**src/rtl/gen_frame_sched_pkg.sv**
```systemverilog
// Shared types and defaults for the frame scheduler.
package gen_frame_sched_pkg;

  // Default width of frame-length fields and beat counters.
  localparam int unsigned LenWDefault = 16;

  // Scheduler FSM encoding.
  typedef enum logic [2:0] {
    StIdle,
    StRestart,
    StRun,
    StDrain,
    StDone
  } state_e;

endpackage

```
**src/rtl/gen_frame_sched_rr_arb2.sv**
```systemverilog
// Two-way round-robin arbiter; 'last' is the index of the previously granted requester.
module rr_arb2 (
  input  logic [1:0] req,
  input  logic       last,
  input  logic       en,
  output logic [1:0] grant
);

  // On a tie, favour the requester that did not win last time.
  always_comb begin
    grant = 2'b00;
    if (en) begin
      if (req == 2'b11) begin
        grant = last ? 2'b01 : 2'b10;
      end else begin
        grant = req;
      end
    end
  end

endmodule

```
**src/rtl/gen_frame_sched.sv**
```systemverilog
// Schedules fixed-length frames from a power-of-3 generator between two requesters.
module gen_frame_sched
  import gen_frame_sched_pkg::*;
#(
  parameter int unsigned LEN_W = LenWDefault
) (
  input  logic             m00_axis_aclk,
  input  logic             m00_axis_areset,
  input  logic [1:0]       req,
  input  logic [LEN_W-1:0] req_len0,
  input  logic [LEN_W-1:0] req_len1,
  output logic [1:0]       grant,
  output logic [1:0]       done,
  output logic             busy,
  input  logic             m00_axis_tready,
  input  logic             gen_tvalid,
  output logic             gen_enable,
  output logic             gen_aresetn,
  output logic             frame_tlast
);

  localparam logic [LEN_W-1:0] One = LEN_W'(1);

  state_e           state_q, state_d;
  logic [LEN_W-1:0] len_q, len_d;
  logic [LEN_W-1:0] issued_q, issued_d;
  logic [LEN_W-1:0] emitted_q, emitted_d;
  logic [1:0]       grant_q, grant_d;
  logic             last_q, last_d;
  logic             gen_aresetn_q;
  logic [1:0]       arb_grant;
  logic             issue;
  logic             beat;
  logic             active;

  rr_arb2 u_arb (
    .req   (req),
    .last  (last_q),
    .en    (state_q == StIdle),
    .grant (arb_grant)
  );

  assign active = (state_q == StRun) || (state_q == StDrain);
  assign issue  = gen_enable && m00_axis_tready;
  assign beat   = gen_tvalid && active;

  // Next-state logic: latch a frame in IDLE, count issued and emitted beats, retire in DONE.
  always_comb begin
    state_d   = state_q;
    len_d     = len_q;
    issued_d  = issued_q;
    emitted_d = emitted_q;
    grant_d   = grant_q;
    last_d    = last_q;
    unique case (state_q)
      StIdle: begin
        if (req != 2'b00) begin
          grant_d   = arb_grant;
          len_d     = arb_grant[1] ? req_len1 : req_len0;
          issued_d  = '0;
          emitted_d = '0;
          state_d   = StRestart;
        end
      end
      StRestart: begin
        state_d = (len_q == '0) ? StDone : StRun;
      end
      StRun: begin
        if (issue) issued_d = issued_q + One;
        if (beat) emitted_d = emitted_q + One;
        // issued_q < len_q whenever issue is high, so the increment cannot wrap.
        if (issue && (issued_q + One == len_q)) state_d = StDrain;
      end
      StDrain: begin
        if (beat) emitted_d = emitted_q + One;
        // Leave as soon as the final beat is seen so DRAIN normally lasts one cycle.
        if ((emitted_q == len_q) || (beat && (emitted_q + One == len_q))) state_d = StDone;
      end
      StDone: begin
        last_d  = grant_q[1];
        grant_d = 2'b00;
        state_d = StIdle;
      end
      default: state_d = StIdle;
    endcase
  end

  // State registers with synchronous active-high reset.
  always_ff @(posedge m00_axis_aclk) begin
    if (m00_axis_areset) begin
      state_q       <= StIdle;
      len_q         <= '0;
      issued_q      <= '0;
      emitted_q     <= '0;
      grant_q       <= 2'b00;
      last_q        <= 1'b1;
      gen_aresetn_q <= 1'b0;
    end else begin
      state_q       <= state_d;
      len_q         <= len_d;
      issued_q      <= issued_d;
      emitted_q     <= emitted_d;
      grant_q       <= grant_d;
      last_q        <= last_d;
      gen_aresetn_q <= (state_d != StRestart);
    end
  end

  // Outputs decoded from registered state; frame_tlast also follows gen_tvalid.
  always_comb begin
    grant       = grant_q;
    done        = (state_q == StDone) ? grant_q : 2'b00;
    busy        = (state_q != StIdle);
    gen_enable  = (state_q == StRun) && (issued_q < len_q);
    gen_aresetn = gen_aresetn_q;
    frame_tlast = beat && (len_q != '0) && (emitted_q == len_q - One);
  end

endmodule

```
**config.mk**
```make
export PLATFORM = sky130hd
export DESIGN_NAME = gen_frame_sched
export DESIGN_NICKNAME = d
export VERILOG_FILES = /design/src/rtl/gen_frame_sched_pkg.sv /design/src/rtl/gen_frame_sched_rr_arb2.sv /design/src/rtl/gen_frame_sched.sv
export SDC_FILE = /design/constraint.sdc
export NUM_CORES = 1
export LEC_CHECK = 0
export ABC_AREA = 1
export ABC_CLOCK_PERIOD_IN_PS = 2040
export CAP_MARGIN = 30
export CELL_PAD_IN_SITES_DETAIL_PLACEMENT = 1
export CELL_PAD_IN_SITES_GLOBAL_PLACEMENT = 1
export CORE_MARGIN = 5
export CORE_UTILIZATION = 36
export DETAILED_ROUTE_END_ITERATION = 6
export PLACE_DENSITY_LB_ADDON = 0.1
export SLEW_MARGIN = 20
export SYNTH_ARGS = -nofsm -noshare
export SYNTH_HDL_FRONTEND = slang
export SYNTH_SLANG_ARGS = --single-unit
```
**constraint.sdc**
```tcl
create_clock -name m00_axis_aclk -period 2.04 [get_ports m00_axis_aclk]
set_clock_uncertainty 0.2 [all_clocks]
set_input_delay 0.408 -clock m00_axis_aclk [delete_from_list [all_inputs] [get_ports m00_axis_aclk]]
set_output_delay 0.408 -clock m00_axis_aclk [all_outputs]
set_load 0.05 [all_outputs]
```
==> impl_metrics.toml <==
[clocking]
numClockSinks = 55
cts_tree = "yes"
ctsHtreeMaxLevel = 2
cts_buffers = 5
cts.clk_slew.worst_paths_ns = 0.08
clk_latency_ns = 0.32
hold_buffers = 0
cts_buffer_depth = 2
root_buffer = "clkbuf_16"

[floorplanning]
fp-row-count = 40
die-area_sq_um = 14400
initial_core_util_pct = 36.6
fp.coreArea_sq_um = 11900
ioPinCount = 46
die_x_microns = 120
die_h_microns = 120

[yosys]
synth_nets = 763
synth.distinct_cells = 37
syn_inst = 706
synth_ff_type = "dfxtp_1"
synth.avg_cell_area_sq_um = 6.17
synth_mux_area_share_pct = 0
ys_seq_area_share_pct = 25.3
yosysMostFrequentCell = "nand2_1"
synthArstFlopShare_pct = 0
synth_area_leaders = "dfxtp_1 (25%), nand2_1 (15%), nand3_1 (8.2%), inv_1 (6.8%), o21ai_0 (5.9%)"
synth_compound_area_share_pct = 17.0
synth.top_cells.by_count = "nand2_1 (178), inv_1 (79), nand3_1 (71), nor2_1 (68), dfxtp_1 (55)"
synth-xor-area-share_pct = 4.63
yosysTopAreaCell = "dfxtp_1"
synth_top_family_by_area = "simple AND/OR/NAND/NOR gates"
synth-simple-area-share_pct = 38.8
yosysWarnings = 0
synth-seq-cells = 55
synth.cell_area_sq_um = 4350
synth_fa_ha_area_share_pct = 5.46
synth_top_area_share_pct = 25.3
synth_edf_count = 0

[placed_design]
dp_hpwl_microns = 14000
place_inst = 1037
dp_slack_ns = -0.488
gp_congestion = 0.875
place_area_sq_um = 6190
port-buffer-count = 45

[power]
pwr-share-comb_pct = 55.5
p_int_w = 0.00342
p_leak_nw = 3.11
ir_worst_vdd_mv = 0.350
switching_share_pct = 41.0
switchingPower_w = 0.00238
seqPwrFrac_pct = 24.3
pwr-share-clk_pct = 20.3
power.density_nw_per_um2 = 820

[run_status]
status = "finished, violations left"
violations = "DRC, setup timing"

[final_layout]
fin_nets = 973
n_antenna_cell = 0
stdcell_count = 1064
fin_area_sq_um = 7080
final_util_pct = 59.4
drive_gt1_share_pct = 36.5
area_growth_pct = 62.6

[sta]
post-route-min-period_ns = 2.69
fin_crit_sh_pct = 132
layout_setup_ws_ns = -0.651
worstMarginPinSlew_ns = 0.431
fmax_mhz = 372
maxSlewHeadroom_pct = 71.3
setup_viol = 21
maxSlewViolCount = 0
hold_viol = 0
rsz0062_at_grt = "true"

[global_route]
grt_overflow = 0
track_usage_pct = 26.7
antenna_found_initial = 0
grt_pass1_vias = 6016
grt_pass1_wl_microns = 30500
grt_start_max_net_pins = 31

[route]
drtPass1Iterations = 7
drt-total-wl_microns = 20400
drt_iter0_drc = 259
antenna_left = 0
vias_per_cell = 5.44
drc = 30
wl_per_cell_microns = 19.1
num_vias = 5783

[critical_path]
crit_fanout = 4
cp_slowest_cell = "dfxtp_4"
cpPeakStageDelay_ns = 0.38
crit_path_end_kind = "primary output"
cp-start-kind = "flip-flop"
arrival_ns = 2.08
path_cells = "inv_4 -> ha_4 -> xor2_1 -> nand3_1 -> nor3_2 -> nand4_1 -> nor3_4 -> buf_12"
critPathKind = "flip-flop to primary output"
cp.required_ns = 1.43

[worst_hold_path]
min_path_type = "flip-flop to flip-flop"

[job]
maxCapViolCount = 0
-- power by group through the flow --
stage                     Sequential, W  Clock (W)  Combinational, W
after floorplan                 0.00140          0           0.00125
after global placement          0.00137          0           0.00238
after detailed placement        0.00138          0           0.00249
after CTS                       0.00138    0.00119           0.00293
after global routing            0.00143    0.00122           0.00346
final                           0.00141    0.00118           0.00322
-- worst max-delay path, delay by kind of cell, from the launching register on --
family / cells / cell delay (ns)
buffers and inverters: 2 / 0.21
adder cells (fa/ha/maj): 1 / 0.25
AND/OR/NAND/NOR: 4 / 0.75
XOR/XNOR: 1 / 0.16
flip-flops: 1 / 0.38
-- stage by stage --
step	TNS [ns]	power (W)	hold WS (ns)
after global routing	-9.38	0.00612	0.329
after global placement	-7.59	0.00375	0.265
final	-6.96	0.00580	0.309
after detailed placement	-10.58	0.00387	0.297
after floorplan	-0.284	0.00265	0.276
after CTS	-6.62	0.00550	0.314
-- registers in the layout (all words and copies together) (netlist names) --
signal       flops
grant            2
emitted_q       16
last_q           1
state_q          3
issued_q        16
gen_aresetn      1
len_q           16
-- final timing paths --
path              startpoint           to  slack [ns]  cells after the start
hold / removal      grant[0]     grant[0]        0.31                      2
setup / recovery    len_q[0]  frame_tlast       -0.65                      8
hold reg to reg     grant[0]     grant[0]        0.31                      2
setup reg to reg    len_q[3]  issued_q[4]       -0.37                     13
-- cells in the final DEF, fill, tap and decap left out, types with 28 or more instances in the layout --
master / instances
nand2_1: 163
buf_4: 162
nand3_1: 65
inv_1: 63
nor2_1: 57
a21oi_1: 37
o21ai_0: 37
clkdlybuf4s50_1: 37
dfxtp_1: 28
-- layout make-up --
cell class / instances / area (sq um)
Inverter: 81 / 323
Multi-Input combinational cell: 552 / 3280
Clock inverter: 2 / 60.1
Timing Repair Buffer: 221 / 1940
Tap cell: 147 / 184
Clock buffer: 6 / 129
Sequential cell: 55 / 1160
Fill cell: 1549 / 4830
-- repair_timing --
action,in CTS,in global routing
endpoints found under the setup margin,24,36
resized for setup,82,85
pin swaps,20,27
setup buffers,16,7
cloned,2,0
-- layer usage --
layer / part of all wire, % / global-route usage, % / wire length, microns / vias to the layer above
met2: 52 / 49.6 / 10500 / 129
li1: - / - / - / 2771
met5: 0 / 0 / 0 / -
met1: 42 / 30.5 / 8470 / 2819
met3: 2.4 / 3.35 / 486 / 64
met4: 4.2 / 11.4 / 862 / 0
-- cells by family (layout without fill, tap and decap cells) --
| logic type | Yosys count | count (layout) |
|---|---|---|
| compound gates | 133 | 133 |
| xor+xnor | 23 | 23 |
| fa+ha+maj | 19 | 19 |
| buf+inv | 99 | 310 |
| flops | 55 | 55 |
| simple gates | 377 | 377 |
No activity file was read; power rests on OpenSTA's default activity.
